**src/rtl/spi_reg_master.sv**
```systemverilog
// SPI mode-0 master issuing single 40-bit register frames: {rd, addr[6:0]} header then 32 data bits, MSB first.
// rdat holds the last read result; timing of chip-select setup/hold/gap and SCLK half-period is parameterised.
module spi_reg_master #(
   parameter int CLK_DIV  = 4,
   parameter int CS_SETUP = 2,
   parameter int CS_HOLD  = 2,
   parameter int CS_GAP   = 4
) (
   input  logic        clk,
   input  logic        reset,
   input  logic        start,
   input  logic        rd,
   input  logic [6:0]  addr,
   input  logic [31:0] wdat,
   output logic        busy,
   output logic        done,
   output logic [31:0] rdat,
   output logic        spi_csl,
   output logic        spi_sclk,
   output logic        spi_mosi,
   input  logic        spi_miso
);

   localparam int HW   = (CLK_DIV > 1) ? $clog2(CLK_DIV) : 1;
   localparam int WMAX = (CS_SETUP > CS_HOLD) ? ((CS_SETUP > CS_GAP) ? CS_SETUP : CS_GAP)
                                              : ((CS_HOLD > CS_GAP) ? CS_HOLD : CS_GAP);
   localparam int WW   = (WMAX > 1) ? $clog2(WMAX) : 1;

   typedef enum logic [2:0] {IDLE, SETUP, SHIFT, HOLD, GAP} state_t;

   state_t         state, state_nx;
   logic [HW-1:0]  half_cnt;
   logic [5:0]     bit_cnt;
   logic [WW-1:0]  wait_cnt;
   logic [38:0]    tx_sr;
   logic [31:0]    rx_sr;
   logic           rd_q;
   logic           half_end;
   logic           wait_end;
   logic           bit_last;

   always_ff @(posedge clk) begin
      if (reset) state <= IDLE;
      else       state <= state_nx;
   end

   always_comb begin
      state_nx = state;
      wait_end = 1'b0;
      half_end = (half_cnt == HW'(CLK_DIV - 1));
      bit_last = (bit_cnt == 6'd0);
      case (state)
         IDLE:  if (start) state_nx = SETUP;
         SETUP: begin
            wait_end = (wait_cnt == WW'(CS_SETUP - 1));
            if (wait_end) state_nx = SHIFT;
         end
         SHIFT: if (half_end && spi_sclk && bit_last) state_nx = HOLD;
         HOLD: begin
            wait_end = (wait_cnt == WW'(CS_HOLD - 1));
            if (wait_end) state_nx = GAP;
         end
         GAP: begin
            wait_end = (wait_cnt == WW'(CS_GAP - 1));
            if (wait_end) state_nx = IDLE;
         end
         default: state_nx = IDLE;
      endcase
   end

   // The header bit goes straight to mosi at accept, so tx_sr only holds the 39 bits still to send.
   always_ff @(posedge clk) begin
      if (reset) begin
         busy     <= 1'b0;
         done     <= 1'b0;
         rdat     <= '0;
         spi_csl  <= 1'b1;
         spi_sclk <= 1'b0;
         spi_mosi <= 1'b0;
         half_cnt <= '0;
         bit_cnt  <= '0;
         wait_cnt <= '0;
         tx_sr    <= '0;
         rx_sr    <= '0;
         rd_q     <= 1'b0;
      end else begin
         done <= 1'b0;
         case (state)
            IDLE: begin
               if (start) begin
                  tx_sr    <= {addr, wdat};
                  rd_q     <= rd;
                  busy     <= 1'b1;
                  spi_csl  <= 1'b0;
                  spi_mosi <= rd;
                  half_cnt <= '0;
                  bit_cnt  <= 6'd39;
                  wait_cnt <= '0;
               end
            end
            SETUP: wait_cnt <= wait_end ? '0 : wait_cnt + 1'b1;
            SHIFT: begin
               half_cnt <= half_end ? '0 : half_cnt + 1'b1;
               if (half_end) begin
                  if (!spi_sclk) begin
                     spi_sclk <= 1'b1;
                  end else begin
                     spi_sclk <= 1'b0;
                     if (bit_cnt < 6'd32) rx_sr <= {rx_sr[30:0], spi_miso};
                     if (bit_last) begin
                        spi_mosi <= 1'b0;
                     end else begin
                        spi_mosi <= tx_sr[38];
                        tx_sr    <= {tx_sr[37:0], 1'b0};
                        bit_cnt  <= bit_cnt - 6'd1;
                     end
                  end
               end
            end
            HOLD: begin
               wait_cnt <= wait_end ? '0 : wait_cnt + 1'b1;
               if (wait_end) begin
                  spi_csl <= 1'b1;
                  done    <= 1'b1;
                  if (rd_q) rdat <= rx_sr;
               end
            end
            GAP: begin
               wait_cnt <= wait_end ? '0 : wait_cnt + 1'b1;
               if (wait_end) busy <= 1'b0;
            end
            default: ;
         endcase
      end
   end

endmodule

```
**config.mk**
```make
export PLATFORM = sky130hd
export DESIGN_NAME = spi_reg_master
export DESIGN_NICKNAME = d
export VERILOG_FILES = /design/src/rtl/spi_reg_master.sv
export SDC_FILE = /design/constraint.sdc
export NUM_CORES = 1
export LEC_CHECK = 0
export CELL_PAD_IN_SITES_DETAIL_PLACEMENT = 1
export CELL_PAD_IN_SITES_GLOBAL_PLACEMENT = 1
export CORE_MARGIN = 5
export CORE_UTILIZATION = 39
export DETAILED_ROUTE_END_ITERATION = 16
export PLACE_DENSITY = 0.83
export SYNTH_ARGS = -nofsm -noshare
export SYNTH_HDL_FRONTEND = slang
export SYNTH_SLANG_ARGS = --single-unit
```
**constraint.sdc**
```tcl
create_clock -name clk -period 2.1 [get_ports clk]
set_input_delay 0.42 -clock clk [delete_from_list [all_inputs] [get_ports clk]]
set_output_delay 0.42 -clock clk [all_outputs]
set_load 0.02 [all_outputs]
```
-- Word-level counts from Yosys, hierarchy flattened
Cells that the tools add are included.
- reduce and logical (&&, ||, !) cells: 22
- eq/ne operators: 17
- $add $sub $neg: 3
- multiplexer cells: 35
- bitwise operators: 1
- magnitude comparators: 1
- operators by type and width (cell ; number):
    two-way mux 39 bit ; 4
    one-hot mux 39 bit (2 select lines) ; 1
    two-way mux 6 bit ; 4
    != test 2 bit (second input constant) ; 10
    two-way mux 3 bit ; 5
    one-hot mux 3 bit (5 select lines) ; 1
    one-hot mux 6 bit (2 select lines) ; 1
    two-way mux 1 bit ; 10
    AND reduction 5 bit ; 2
    AND reduction 3 bit ; 3
    one-hot mux 1 bit (2 select lines) ; 4
    one-hot mux 2 bit (2 select lines) ; 2
    AND reduction 2 bit ; 4
    AND reduction 4 bit ; 2
    nonzero test 2 bit ; 4
    equality test 3 x 2 -> 1 bit (second input constant) ; 2
    logical NOT 6 bit ; 1
    < comparator 6 bit (second input constant) ; 1
    two-way mux 2 bit ; 3
    subtractor 6 x 1 -> 6 bit (second input constant) ; 1
    adder 2 x 1 -> 2 bit (second input constant) ; 2
    equality test 2 bit (second input constant) ; 2
    OR reduction 2 bit ; 2
    equality test 3 x 1 -> 1 bit (second input constant) ; 1
    other kinds (6) ; 7
- bits in registers: 122
- input port bits: 44
- output and inout port bits: 37

-- Logic depth before layout (Yosys ltp)
Gate-level depths: netlist of the first run.
- depth in word-level cells: 5
- mapped depth: 8

-- Worst setup path after synthesis of the first run
No wires, ideal clock.
- kind: reg-to-reg
- start point: register bit_cnt[0]
- end point: register bit_cnt[3]
- clock period less this slack: 1785 ps
- stages on the path, launching flop included: 7
- path buffers: 0
- setup time: 86 ps
- setup slack: 315 ps
- data arrival time: 1700 ps
- data required time: 2014 ps
- path through: dfxtp_1 inv_1 ha_1 nor2b_1 a211o_1 or4b_1 a211oi_1
- word-level cells in the longest chain between the ends: 5
- elaborated cells on any way between the ends: 8
- classes of those cells: add/sub: 1; eq/ne: 1; mux: 4; reduce/logical: 2
- ends and longest elaborated chain (item ; RTL line ; text):
    from (decl) ; 33 ; logic [5:0] bit_cnt;
    from (signal assigned) ; 115 ; bit_cnt <= bit_cnt - 6'd1;
    subtractor 6 x 1 -> 6 bit ; 115 ;
    two-way mux 6 bit ; 110 ; if (bit_last) begin
    two-way mux 6 bit ; 105 ; if (!spi_sclk) begin
    two-way mux 6 bit ; 104 ; if (half_end) begin
    one-hot mux 6 bit (2 select lines) ; 88 ; case (state)
Several ways; a longest one is shown, not always the timed one. The select of a mux whose other input is x is not followed.
A chain may end at the register's enable or synchronous reset.

-- Final worst setup path of the first run
- start point: register state[1]
- end point: register tx_sr[28]
- word-level cells in the longest chain between the ends: 3
- elaborated cells on any way between the ends: 9
- classes of those cells: eq/ne: 5; mux: 1; reduce/logical: 3
- ends and longest elaborated chain (item ; RTL line ; text):
    from (decl) ; 31 ; state_t state, state_nx;
    from (signal assigned) ; 44 ; else state <= state_nx;
    equality test 3 x 2 -> 1 bit or logical NOT 3 bit (tied branches) ; 88 ;
    != test 2 bit (no line) or nonzero test 2 bit (tied branches) ; n/a ;
    AND reduction 5 bit (no line) ; n/a ;
    to (signal assigned) ; 91 ; tx_sr <= {addr, wdat};
    to (signal assigned) ; 114 ; tx_sr <= {tx_sr[37:0], 1'b0};
    to (decl) ; 35 ; logic [38:0] tx_sr;
Several ways; a longest one is shown, not always the timed one.

==> report_table.html, run 1 <==
<table>
<tr><th>Metric</th><th>Value</th></tr>
<tr><th colspan="2">Run status</th></tr>
<tr><td>Result of the run</td><td>complete, no violations</td></tr>
<tr><th colspan="2">STA</th></tr>
<tr><td>Transition time at the pin with the least slew margin</td><td>0.487 ns</td></tr>
<tr><td>Final number of hold-violating endpoints</td><td>0</td></tr>
<tr><td>Max-Slew Margin vs Limit</td><td>0.675</td></tr>
<tr><td>Max Fclk</td><td>between 400 and 500 MHz</td></tr>
<tr><td>Final setup TNS</td><td>0 ns</td></tr>
<tr><td>Unrepaired setup endpoints after global routing</td><td>no</td></tr>
<tr><td>Final number of setup-violating endpoints</td><td>0</td></tr>
<tr><td>Min Hold Slack</td><td>0.453 ns</td></tr>
<tr><td>Clock Skew</td><td>0.00843 ns</td></tr>
<tr><td>Final Cycle Share</td><td>0.968</td></tr>
<tr><td>Clock period minus worst slack</td><td>about 2.0 ns</td></tr>
<tr><td>Final slew viol count</td><td>0</td></tr>
<tr><th colspan="2">CTS</th></tr>
<tr><td>Clock input transition at the sequential cells of the worst setup and hold paths</td><td>0.06 ns</td></tr>
<tr><td>Total CTS buffers</td><td>17</td></tr>
<tr><td>Library cell used as clock root buffer</td><td>clkbuf_16</td></tr>
<tr><td>Buffers from clock root to sink, at most</td><td>2</td></tr>
<tr><td>TritonCTS clock tree</td><td>yes</td></tr>
<tr><td>Number of clock sinks seen by CTS</td><td>122</td></tr>
<tr><td>Quantity of hold-fixing buffers added after cts</td><td>0</td></tr>
<tr><td>H-tree levels</td><td>4</td></tr>
<tr><td>Insertion delay to the later sink of the worst-skew pair</td><td>0.42 ns</td></tr>
<tr><th colspan="2">Cells and area</th></tr>
<tr><td>Number of nets in the layout</td><td>around 740</td></tr>
<tr><td>Register cell area after layout</td><td>roughly 0.0024 mm²</td></tr>
<tr><td>FILL cells</td><td>1,497</td></tr>
<tr><td>Layout overhead on the synthesized area</td><td>34.2%</td></tr>
<tr><td>Number of diodes added for antenna fixing</td><td>0</td></tr>
<tr><td>Area occupied by multi-input gates</td><td>0.00233 mm²</td></tr>
<tr><td>Layout cells sized above 1</td><td>0.0959</td></tr>
<tr><th colspan="2">Synthesis</th></tr>
<tr><td>Post-synth top area cell</td><td>dfxtp_1</td></tr>
<tr><td>Synthesized netlist net count</td><td>663</td></tr>
<tr><td>Cell types occupying the most area after synthesis</td><td>dfxtp_1 (49%), nand2_1 (10%), o211a_1 (7.7%), a21oi_1 (7.3%), nor2_1 (6.7%)</td></tr>
<tr><td>Warning count from the yosys run</td><td>0</td></tr>
<tr><td>Most common library cells after synthesis</td><td>nand2_1 (138), dfxtp_1 (122), nor2_1 (89)</td></tr>
<tr><td>Most instantiated library cell after synthesis</td><td>nand2_1</td></tr>
<tr><td>Top flip-flop cell by instance count after synthesis</td><td>dfxtp_1</td></tr>
<tr><td>Asr flop ratio synth</td><td>0</td></tr>
<tr><td>Avg Synthesized Cell Area</td><td>8.09 µm²</td></tr>
<tr><td>Number of distinct library cell variants in the gate-level netlist after synthesis</td><td>42</td></tr>
<tr><td>Count of state elements after synthesis</td><td>about 120</td></tr>
<tr><td>Gate count of the mapped netlist</td><td>614</td></tr>
<tr><td>Share of the synthesized area in the top cell type</td><td>0.492</td></tr>
<tr><td>Netlist Area Pre-Place</td><td>0.00497 mm²</td></tr>
<tr><td>Part of the Yosys area used for sequential elements</td><td>0.492</td></tr>
<tr><td>Count of flip-flops with a built-in enable after synthesis</td><td>0</td></tr>
<tr><th colspan="2">Floorplan</th></tr>
<tr><td>Die Y</td><td>123 µm</td></tr>
<tr><td>Floorplan core area</td><td>approximately 0.013 mm²</td></tr>
<tr><td>Starting utilization of the core area</td><td>0.395</td></tr>
<tr><td>Number of cell rows</td><td>41</td></tr>
<tr><td>Chip Width</td><td>between 100 and 150 µm</td></tr>
<tr><td>Die footprint</td><td>0.0151 mm²</td></tr>
<tr><td>Num ports</td><td>81</td></tr>
<tr><th colspan="2">Run</th></tr>
<tr><td>Max-cap check violation count</td><td>0</td></tr>
<tr><th colspan="2">Power</th></tr>
<tr><td>Combinational fraction of design power</td><td>0.088</td></tr>
<tr><td>Highest ir drop seen on vdd</td><td>~0.00045 V</td></tr>
<tr><td>Part of the power in the clock network</td><td>0.501</td></tr>
<tr><td>Internal power</td><td>0.00457 W</td></tr>
<tr><td>Switching power of the nets</td><td>0.00148 W</td></tr>
<tr><td>Switching part of the total</td><td>0.245</td></tr>
<tr><td>Power per cell area</td><td>908 mW/mm²</td></tr>
<tr><td>Total leakage power</td><td>2.74 nW</td></tr>
<tr><td>Share of total power in sequential cells</td><td>0.411</td></tr>
<tr><th colspan="2">Route</th></tr>
<tr><td>Detail Route Antenna Nets</td><td>0</td></tr>
<tr><td>Routed vias/inst</td><td>5.28</td></tr>
<tr><td>Count of routing violations after the opening detailed-route iteration</td><td>236</td></tr>
<tr><td>Routed length per placed instance</td><td>16.0 µm</td></tr>
<tr><td>Total iterations of the first detailed-routing run</td><td>5</td></tr>
<tr><td>Overall via count from detail_route</td><td>roughly 4,600</td></tr>
<tr><td>Routed wire length</td><td>14.0 mm</td></tr>
<tr><td>DRC violation count after routing</td><td>0</td></tr>
<tr><th colspan="2">Setup path</th></tr>
<tr><td>R2R Path Start</td><td>state[1]</td></tr>
<tr><td>Startpoint class of the critical path</td><td>register</td></tr>
<tr><td>Element type at the critical path end</td><td>register</td></tr>
<tr><td>Crit path arrival time</td><td>2.34 ns</td></tr>
<tr><td>Reg2Reg Setup Slack</td><td>0.07 ns</td></tr>
<tr><td>Number of cell instances on the worst register-to-register path</td><td>6</td></tr>
<tr><td>Classification of the worst setup path</td><td>reg -&gt; reg</td></tr>
<tr><td>R2R Path End</td><td>tx_sr[28]</td></tr>
<tr><td>Largest fanout on the critical path</td><td>26</td></tr>
<tr><td>Required time of the critical path</td><td>2.41 ns</td></tr>
<tr><th colspan="2">Global routing</th></tr>
<tr><td>Initial antenna violation count</td><td>0</td></tr>
<tr><td>GR met2 Demand/Resource</td><td>0.337</td></tr>
<tr><td>Met1 Usage GRT</td><td>0.214</td></tr>
<tr><td>Vias in the first global route</td><td>4,701</td></tr>
<tr><td>Aggregate global-route resource usage</td><td>0.187</td></tr>
<tr><td>Total overflow reported by the global router</td><td>0</td></tr>
<tr><td>First-pass GRT wire length</td><td>22.4 mm</td></tr>
<tr><td>Maximum number of pins on one net before global-route repair</td><td>82</td></tr>
<tr><td>GR peak layer</td><td>met2</td></tr>
<tr><td>Global routing usage on met3</td><td>0.0512</td></tr>
<tr><th colspan="2">Placed design</th></tr>
<tr><td>Final RePlAce weighted congestion</td><td>0.784</td></tr>
<tr><td>Post-detailed-placement half-perimeter wirelength</td><td>approximately 9.0 mm</td></tr>
<tr><td>Number of port buffers</td><td>80</td></tr>
<tr><th colspan="2">Worst hold path</th></tr>
<tr><td>Hold crit path type</td><td>reg -&gt; reg</td></tr>
<tr><td>Endpoint with the worst hold slack</td><td>rdat[11]</td></tr>
<tr><td>Startpoint of the worst hold path</td><td>rdat[11]</td></tr>
<tr><td>Hold-critical path depth</td><td>2</td></tr>
</table>
power by group through the flow:
stage / clock, W / combinational (W) / sequential [W]
2_1_floorplan: 0 / 0.000316 / 0.00252
3_3_place_gp: 0 / 0.000501 / 0.00253
3_5_place_dp: 0 / 0.000530 / 0.00253
4_1_cts: 0.00307 / 0.000538 / 0.00249
5_1_grt: 0.00320 / 0.000583 / 0.00249
6_report: 0.00303 / 0.000534 / 0.00249
timing repair:
item,in CTS,in global routing
endpoints found under the setup margin,0,2
gates resized for setup,0,1
buffers inserted,0,2
how the worst max path moves through the flow:
stage | to | start | cells past startpoint | slack [ns]
after floorplan | bit_cnt[3] | bit_cnt[0] | 6 | 0.31
after global placement | tx_sr[0] | start | 6 | 0.14
after detailed placement | tx_sr[0] | start | 6 | 0.07
after CTS | tx_sr[3] | state[1] | 6 | 0.05
after global routing | tx_sr[28] | state[1] | 6 | 0.002
final | tx_sr[28] | state[1] | 6 | 0.07
cell type report:
| type | count | area share |
|---|---|---|
| Clock buffer | 17 | 0.0638 |
| Clock inverter | 15 | 0.0285 |
| Inverter | 4 | 0.00225 |
| Multi-Input combinational cell | 436 | 0.349 |
| Sequential cell | 122 | 0.366 |
| Tap cell | 172 | 0.0323 |
| Timing Repair Buffer | 105 | 0.157 |
critical path, cell delays in order (launching register included):
cell and delay [ns]:
dfxtp_1 0.35, or3b_2 0.51, buf_4 0.22, a211oi_4 0.36, buf_12 0.22, o22ai_1 0.10
o211a_1 0.15
logic make-up after synthesis:
kind of cell / Yosys count / share of synthesized area
DFF: 122 / 0.492
buffers and inverters: 56 / 0.0443
adders and majority gates: 5 / 0.0126
xor gates and xnor gates: 4 / 0.00705
AOI/OAI and AO/OA: 170 / 0.232
and+or+nand+nor: 257 / 0.212
layer usage:
metal | share of wire | up-vias
met4 | 0.015 | 0
li1 | - | 2257
met3 | 0.033 | 22
met5 | 0 | -
met2 | 0.53 | 80
met1 | 0.42 | 2236
sequential cells by signal (all words and copies together), names as in the netlist:
signal	flops
tx_sr	39
rdat	32
rx_sr	32
bit_cnt	6
state	3
half_cnt	2
wait_cnt	2
busy	1
done	1
rd_q	1
spi_csl	1
spi_mosi	1
spi_sclk	1
metrics by stage:
stage / total power, W / std cells / utilization / setup WS (ns) / area (µm²)
global route: 0.00628 / 871 / 0.530 / 0.00180 / 6670
CTS: 0.00610 / 869 / 0.529 / 0.0545 / 6650
global placement: 0.00303 / 837 / 0.480 / 0.137 / 6030
finish: 0.00605 / 871 / 0.530 / 0.0664 / 6670
detailed placement: 0.00307 / 837 / 0.480 / 0.0702 / 6030
floorplan: 0.00284 / 614 / - / 0.315 / 4970
cells in the final DEF, fill, tap and decap left out, types with 2 or more instances in the layout:
cell type and count:
ha_1 5, o211a_1 38, nand2_1 138, xor2_1 4, clkinv_4 2, clkdlybuf4s50_1 79, o21a_1 3, nor3_1 5
a31oi_1 2, inv_6 5, bufinv_16 3, dfxtp_1 122, nor2_1 89, o22ai_1 38, a21oi_1 72, nand3_1 4
a211oi_1 4, clkbuf_16 17, clkinvlp_4 3, buf_4 19, and3_1 2, or3_1 4, o311ai_0 3, nand2b_1 4
inv_1 3, buf_12 5
No activity file was read; power rests on OpenSTA's default activity.
==> inputs of run 2 (changes only) <==
CORE_MARGIN = unset   (was 5)
==> run 2 against run 1 <==
Compared with the run above: die area down 13%; combinational power up 1%; clock skew up 0.0039 ns; first-iteration DRC count up 14%; total power up 3.2%; sequential share of layout area up 0.069 points; count of clock-buffer cells in the layout up 7; hold slack worse by 0.0042 ns; final cell count down 0.57%; global-route usage up 4.2 points; worst setup slack better by 0.043 ns; largest cell class unchanged.
==> report_table.html, run 2 (same netlist as run 1, synthesis figures left out) <==
<table>
<tr><th>Metric</th><th>Value</th></tr>
<tr><th colspan="2">Run status</th></tr>
<tr><td>Result of the run</td><td>complete, no violations</td></tr>
<tr><th colspan="2">Setup path</th></tr>
<tr><td>Reg2Reg Setup Slack</td><td>0.11 ns</td></tr>
<tr><td>Required time of the critical path</td><td>2.44 ns</td></tr>
<tr><td>Crit path arrival time</td><td>2.33 ns</td></tr>
<tr><td>Largest fanout on the critical path</td><td>4</td></tr>
<tr><td>Startpoint class of the critical path</td><td>register</td></tr>
<tr><td>Element type at the critical path end</td><td>register</td></tr>
<tr><td>Classification of the worst setup path</td><td>reg -&gt; reg</td></tr>
<tr><th colspan="2">STA</th></tr>
<tr><td>Final number of setup-violating endpoints</td><td>0</td></tr>
<tr><td>Clock Skew</td><td>roughly 0.012 ns</td></tr>
<tr><td>Max Fclk</td><td>around 500 MHz</td></tr>
<tr><td>Clock period minus worst slack</td><td>1.99 ns</td></tr>
<tr><td>Transition time at the pin with the least slew margin</td><td>0.458 ns</td></tr>
<tr><td>Max-Slew Margin vs Limit</td><td>0.694</td></tr>
<tr><td>Final slew viol count</td><td>0</td></tr>
<tr><td>Worst-case setup margin in the final layout</td><td>0.110 ns</td></tr>
<tr><td>Final Cycle Share</td><td>0.948</td></tr>
<tr><td>Final number of hold-violating endpoints</td><td>0</td></tr>
<tr><td>Min Hold Slack</td><td>0.449 ns</td></tr>
<tr><th colspan="2">Floorplan</th></tr>
<tr><td>Chip Width</td><td>~110 µm</td></tr>
<tr><td>Die footprint</td><td>0.0132 mm²</td></tr>
<tr><td>Floorplan core area</td><td>0.0122 mm²</td></tr>
<tr><td>Die Y</td><td>115 µm</td></tr>
<tr><td>Num ports</td><td>81</td></tr>
<tr><td>Starting utilization of the core area</td><td>0.407</td></tr>
<tr><td>Number of cell rows</td><td>40</td></tr>
<tr><th colspan="2">Global routing</th></tr>
<tr><td>Vias in the first global route</td><td>4,835</td></tr>
<tr><td>Maximum number of pins on one net before global-route repair</td><td>approximately 80</td></tr>
<tr><td>Total overflow reported by the global router</td><td>0</td></tr>
<tr><td>Initial antenna violation count</td><td>0</td></tr>
<tr><td>Aggregate global-route resource usage</td><td>0.229</td></tr>
<tr><td>First-pass GRT wire length</td><td>23.4 mm</td></tr>
<tr><th colspan="2">Cells and area</th></tr>
<tr><td>Most frequent cells in the layout</td><td>nand2_1 (138), dfxtp_1 (122), nor2_1 (89)</td></tr>
<tr><td>Number of diodes added for antenna fixing</td><td>0</td></tr>
<tr><td>Register containing the most flip-flops in the final layout</td><td>tx_sr</td></tr>
<tr><td>Number of flip-flops under the largest register name</td><td>39</td></tr>
<tr><td>Layout cells sized above 1</td><td>0.0888</td></tr>
<tr><td>Number of nets in the layout</td><td>735</td></tr>
<tr><td>Area occupied by multi-input gates</td><td>0.00233 mm²</td></tr>
<tr><td>FILL cells</td><td>roughly 1,500</td></tr>
<tr><td>Commonest non-fill, non-tap cell in the layout</td><td>nand2_1</td></tr>
<tr><td>Registers with the most flip-flops</td><td>tx_sr: 39 flops, rdat: 32 flops, rx_sr: 32 flops</td></tr>
<tr><td>Layout overhead on the synthesized area</td><td>34.0%</td></tr>
<tr><td>Register cell area after layout</td><td>0.00244 mm²</td></tr>
<tr><th colspan="2">Power</th></tr>
<tr><td>Total leakage power</td><td>2.75 nW</td></tr>
<tr><td>Switching power of the nets</td><td>0.00137 W</td></tr>
<tr><td>Combinational fraction of design power</td><td>0.087</td></tr>
<tr><td>Highest ir drop seen on vdd</td><td>approximately 0.00045 V</td></tr>
<tr><td>Share of total power in sequential cells</td><td>0.399</td></tr>
<tr><td>Power per cell area</td><td>between 900 and 1000 mW/mm²</td></tr>
<tr><td>Part of the power in the clock network</td><td>0.514</td></tr>
<tr><td>Overall power after layout</td><td>about 0.0062 W</td></tr>
<tr><td>Internal power</td><td>0.00487 W</td></tr>
<tr><td>Switching part of the total</td><td>0.220</td></tr>
<tr><th colspan="2">Route</th></tr>
<tr><td>Routed wire length</td><td>between 10 and 15 mm</td></tr>
<tr><td>Overall via count from detail_route</td><td>between 4,000 and 5,000</td></tr>
<tr><td>Routed vias/inst</td><td>5.40</td></tr>
<tr><td>DRC violation count after routing</td><td>0</td></tr>
<tr><td>Total iterations of the first detailed-routing run</td><td>5</td></tr>
<tr><td>Routed length per placed instance</td><td>16.5 µm</td></tr>
<tr><td>Count of routing violations after the opening detailed-route iteration</td><td>268</td></tr>
<tr><td>Detail Route Antenna Nets</td><td>0</td></tr>
<tr><th colspan="2">CTS</th></tr>
<tr><td>Quantity of hold-fixing buffers added after cts</td><td>0</td></tr>
<tr><td>Clock input transition at the sequential cells of the worst setup and hold paths</td><td>0.05 ns</td></tr>
<tr><td>Total CTS buffers</td><td>17</td></tr>
<tr><td>H-tree levels</td><td>4</td></tr>
<tr><td>Number of clock sinks seen by CTS</td><td>around 120</td></tr>
<tr><td>Insertion delay to the later sink of the worst-skew pair</td><td>0.43 ns</td></tr>
<tr><td>Library cell used as clock root buffer</td><td>clkbuf_16</td></tr>
<tr><td>Buffers from clock root to sink, at most</td><td>2</td></tr>
<tr><td>TritonCTS clock tree</td><td>yes</td></tr>
<tr><th colspan="2">Placed design</th></tr>
<tr><td>Worst slack at placement</td><td>0.116 ns</td></tr>
<tr><td>Number of port buffers</td><td>80</td></tr>
<tr><td>Post-detailed-placement half-perimeter wirelength</td><td>8.66 mm</td></tr>
<tr><td>Final RePlAce weighted congestion</td><td>a little over 0.8</td></tr>
<tr><th colspan="2">Run</th></tr>
<tr><td>Max-cap check violation count</td><td>0</td></tr>
<tr><th colspan="2">Worst hold path</th></tr>
<tr><td>Hold crit path type</td><td>reg -&gt; reg</td></tr>
</table>
## run 2: changes by cell type in the layout (fill, tap and decap cells not counted)
cell / change
a211oi_2: +1
buf_12: -3
buf_4: +4
clkinvlp_4: -2
clkbuf_1: +4
or3b_1: +1
clkinv_4: -2
a211oi_1: -1
clkbuf_8: +3
buf_6: -1
or3b_2: -1
bufinv_16: +2
inv_6: -5
inv_8: -1
## run 2: metal layers
layer,vias up,wire (µm),global-route usage
met4,0,286,0.0978
met5,-,0,0
li1,2259,-,-
met2,120,7500,0.410
met1,2271,5890,0.254
met3,24,587,0.0622
## run 2: final timing paths
check,from,endpoint,cells past startpoint
min reg2reg,rx_sr[31],rdat[31],2
min,rx_sr[31],rdat[31],2
max reg2reg,bit_cnt[0],bit_cnt[3],6
max,bit_cnt[0],bit_cnt[3],6
## run 2: timing repair
action,4_1_cts,5_1_grt
resized for setup,0,1
setup buffers,0,1
setup endpoints to repair,0,1
## run 2: cell type report
cell class / count / share of cell area
multi-input combinational: 436 / 0.351
inverter: 4 / 0.00226
tap: 168 / 0.0316
clock inverter: 7 / 0.0244
clock buffer: 24 / 0.0724
sequential: 122 / 0.367
timing repair buffer: 105 / 0.152
## run 2: per-stage QoR
| step | setup TNS [ns] | instances | util | instance area [µm²] |
|---|---|---|---|---|
| detailed placement | 0 | 834 | 0.491 | 6000 |
| global placement | 0 | 834 | 0.491 | 6000 |
| floorplan | 0 | 614 | - | 4970 |
| finish | 0 | 866 | 0.545 | 6650 |
| global route | -0.00310 | 866 | 0.545 | 6650 |
| CTS | 0 | 865 | 0.544 | 6640 |
## run 2: critical path, cell delays in order (launching register included)
cell and delay, ns:
dfxtp_1 0.34, inv_1 0.10, ha_1 0.23, nor2b_1 0.19, a211o_1 0.35, or4b_1 0.49, a211oi_2 0.20
## run 2: power by group through the flow
| stage | sequential, W | combinational (W) | clock [W] |
|---|---|---|---|
| 6_report | 0.00249 | 0.000542 | 0.00321 |
| 5_1_grt | 0.00250 | 0.000588 | 0.00336 |
| 4_1_cts | 0.00249 | 0.000541 | 0.00325 |
| 3_5_place_dp | 0.00254 | 0.000530 | 0 |
| 3_3_place_gp | 0.00253 | 0.000505 | 0 |
| 2_1_floorplan | 0.00252 | 0.000316 | 0 |
==> inputs of run 3 (changes only) <==
CORE_UTILIZATION = 42   (was 39)
GPL_ROUTABILITY_DRIVEN = 0   (was unset)
PLACE_DENSITY = 0.88   (was 0.83)
clock period = 2.6 ns   (was 2.1 ns; I/O delays follow)
==> run 3 against run 2 <==
Compared with the run above: final cell count is 4.2% lower; total power decreased by 23%; combinational power is 22% lower; critical path depth is the same; core utilization increased by 2.1 points; register-to-register slack better by 0.31 ns; largest cell class unchanged; global-route usage increased by 2.1 points.
==> report_table.html, run 3 (same netlist as run 1, synthesis figures left out) <==
<table>
<tr><th>Metric</th><th>Value</th></tr>
<tr><th colspan="2">STA</th></tr>
<tr><td>Clock Skew</td><td>0.00827 ns</td></tr>
<tr><td>Final number of hold-violating endpoints</td><td>0</td></tr>
<tr><td>Transition time at the pin with the least slew margin</td><td>between 0.8 and 0.9 ns</td></tr>
<tr><td>Max Fclk</td><td>459 MHz</td></tr>
<tr><td>Unrepaired setup endpoints after global routing</td><td>no</td></tr>
<tr><td>Final setup TNS</td><td>0 ns</td></tr>
<tr><td>Final Cycle Share</td><td>0.839</td></tr>
<tr><td>Final slew viol count</td><td>0</td></tr>
<tr><td>Final number of setup-violating endpoints</td><td>0</td></tr>
<tr><td>Max-Slew Margin vs Limit</td><td>0.454</td></tr>
<tr><td>Clock period minus worst slack</td><td>approximately 2.2 ns</td></tr>
<tr><th colspan="2">Global routing</th></tr>
<tr><td>First-pass GRT wire length</td><td>24.5 mm</td></tr>
<tr><td>Initial antenna violation count</td><td>0</td></tr>
<tr><td>Vias in the first global route</td><td>around 5,000</td></tr>
<tr><td>Aggregate global-route resource usage</td><td>0.249</td></tr>
<tr><td>Total overflow reported by the global router</td><td>0</td></tr>
<tr><td>Maximum number of pins on one net before global-route repair</td><td>82</td></tr>
<tr><th colspan="2">Power</th></tr>
<tr><td>Highest ir drop seen on vdd</td><td>0.000460 V</td></tr>
<tr><td>Power per cell area</td><td>741 mW/mm²</td></tr>
<tr><td>Total leakage power</td><td>2.67 nW</td></tr>
<tr><th colspan="2">Route</th></tr>
<tr><td>Routed vias/inst</td><td>between 5 and 6</td></tr>
<tr><td>Count of routing violations after the opening detailed-route iteration</td><td>256</td></tr>
<tr><td>Overall via count from detail_route</td><td>around 4,700</td></tr>
<tr><td>Routed wire length</td><td>around 15 mm</td></tr>
<tr><td>DRC violation count after routing</td><td>0</td></tr>
<tr><td>Total iterations of the first detailed-routing run</td><td>5</td></tr>
<tr><td>Routed length per placed instance</td><td>17.7 µm</td></tr>
<tr><td>Detail Route Antenna Nets</td><td>0</td></tr>
<tr><th colspan="2">Worst hold path</th></tr>
<tr><td>Hold crit path type</td><td>reg -&gt; reg</td></tr>
<tr><td>Startpoint of the worst hold path</td><td>rdat[11]</td></tr>
<tr><th colspan="2">Setup path</th></tr>
<tr><td>Largest fanout on the critical path</td><td>28</td></tr>
<tr><td>Critical path launch point</td><td>state[1]</td></tr>
<tr><td>R2R Path Start</td><td>state[1]</td></tr>
<tr><td>Classification of the worst setup path</td><td>reg -&gt; reg</td></tr>
<tr><td>Crit path arrival time</td><td>2.49 ns</td></tr>
<tr><td>Required time of the critical path</td><td>2.91 ns</td></tr>
<tr><td>Startpoint class of the critical path</td><td>register</td></tr>
<tr><td>Element type at the critical path end</td><td>register</td></tr>
<tr><th colspan="2">Cells and area</th></tr>
<tr><td>Core utilization of the finished layout</td><td>0.566</td></tr>
<tr><td>Number of flip-flops under the largest register name</td><td>39</td></tr>
<tr><td>Commonest non-fill, non-tap cell in the layout</td><td>nand2_1</td></tr>
<tr><td>Number of diodes added for antenna fixing</td><td>0</td></tr>
<tr><td>Most frequent cells in the layout</td><td>nand2_1 (138), dfxtp_1 (122), nor2_1 (89)</td></tr>
<tr><td>Registers with the most flip-flops</td><td>tx_sr: 39 flops, rdat: 32 flops, rx_sr: 32 flops</td></tr>
<tr><td>Final std cell area, no fill</td><td>~0.0065 mm²</td></tr>
<tr><td>Layout overhead on the synthesized area</td><td>30.7%</td></tr>
<tr><td>Layout cells sized above 1</td><td>0.0786</td></tr>
<tr><td>Register containing the most flip-flops in the final layout</td><td>tx_sr</td></tr>
<tr><td>Number of nets in the layout</td><td>723</td></tr>
<tr><th colspan="2">Placed design</th></tr>
<tr><td>Number of port buffers</td><td>80</td></tr>
<tr><td>Post-detailed-placement half-perimeter wirelength</td><td>8.57 mm</td></tr>
<tr><td>Cell area after placement</td><td>0.00590 mm²</td></tr>
<tr><th colspan="2">Floorplan</th></tr>
<tr><td>Starting utilization of the core area</td><td>0.433</td></tr>
<tr><td>Die Y</td><td>111 µm</td></tr>
<tr><td>Die footprint</td><td>0.0123 mm²</td></tr>
<tr><td>Floorplan core area</td><td>0.0115 mm²</td></tr>
<tr><td>Chip Width</td><td>111 µm</td></tr>
<tr><td>Number of cell rows</td><td>39</td></tr>
<tr><td>Num ports</td><td>81</td></tr>
<tr><th colspan="2">CTS</th></tr>
<tr><td>Insertion delay to the later sink of the worst-skew pair</td><td>0.42 ns</td></tr>
<tr><td>Quantity of hold-fixing buffers added after cts</td><td>0</td></tr>
<tr><td>H-tree levels</td><td>4</td></tr>
<tr><td>Library cell used as clock root buffer</td><td>clkbuf_16</td></tr>
<tr><td>Total CTS buffers</td><td>17</td></tr>
<tr><td>Post-CTS Resized</td><td>0</td></tr>
<tr><td>TritonCTS clock tree</td><td>yes</td></tr>
<tr><td>Buffers from clock root to sink, at most</td><td>2</td></tr>
<tr><td>Number of buffers inserted by post-CTS setup repair</td><td>0</td></tr>
<tr><td>Clock input transition at the sequential cells of the worst setup and hold paths</td><td>0.06 ns</td></tr>
<tr><td>Number of clock sinks seen by CTS</td><td>approximately 120</td></tr>
<tr><th colspan="2">Run status</th></tr>
<tr><td>Result of the run</td><td>complete, no violations</td></tr>
<tr><th colspan="2">Run</th></tr>
<tr><td>Max-cap check violation count</td><td>0</td></tr>
</table>
[run 3: final timing paths]
check                            endpoint  slack [ns]  depth (start not counted)
worst max-delay path            tx_sr[17]        0.42                          6
worst min-delay path             rdat[11]        0.46                          2
worst max register to register  tx_sr[17]        0.42                          6
worst min register to register   rdat[11]        0.46                          2
[run 3: area by class of cell]
type,instances,area (µm²)
Tap cell,143,179
Multi-Input combinational cell,436,2330
Clock buffer,19,453
Inverter,4,15.0
Fill cell,1346,4980
Timing Repair Buffer,93,931
Clock inverter,13,143
Sequential cell,122,2440
[run 3: critical path, stage by stage (launching register included)]
cell and delay, ns:
dfxtp_1 0.56, or3b_1 0.43, buf_4 0.19, a211oi_4 0.22, buf_4 0.35, o22ai_1 0.15
o211a_1 0.15
[run 3: per-stage QoR]
stage                     power, W  instances  hold WS [ns]  setup slack [ns]
after floorplan            0.00229        614         0.432             0.815
after global placement     0.00243        798         0.443             0.418
after detailed placement   0.00247        798         0.450             0.301
after CTS                  0.00484        830         0.458             0.426
after global routing       0.00496        830         0.484             0.317
final                      0.00481        830         0.455             0.419
[run 3: power breakdown]
part | total [W] | internal [W] | switching [W]
combinational | 0.000423 | 0.000201 | 0.000222
sequential | 0.00202 | 0.00195 | 0.0000663
clock | 0.00237 | 0.00147 | 0.000900
total | 0.00481 | 0.00362 | 0.00119
[run 3: layer usage]
| metal | global-route usage | up-vias | routed length [µm] |
|---|---|---|---|
| met2 | 0.451 | 127 | 7810 |
| met1 | 0.274 | 2323 | 5940 |
| met5 | 0 | - | 0 |
| met4 | 0.128 | 0 | 470 |
| met3 | 0.0525 | 39 | 499 |
| li1 | - | 2239 | - |
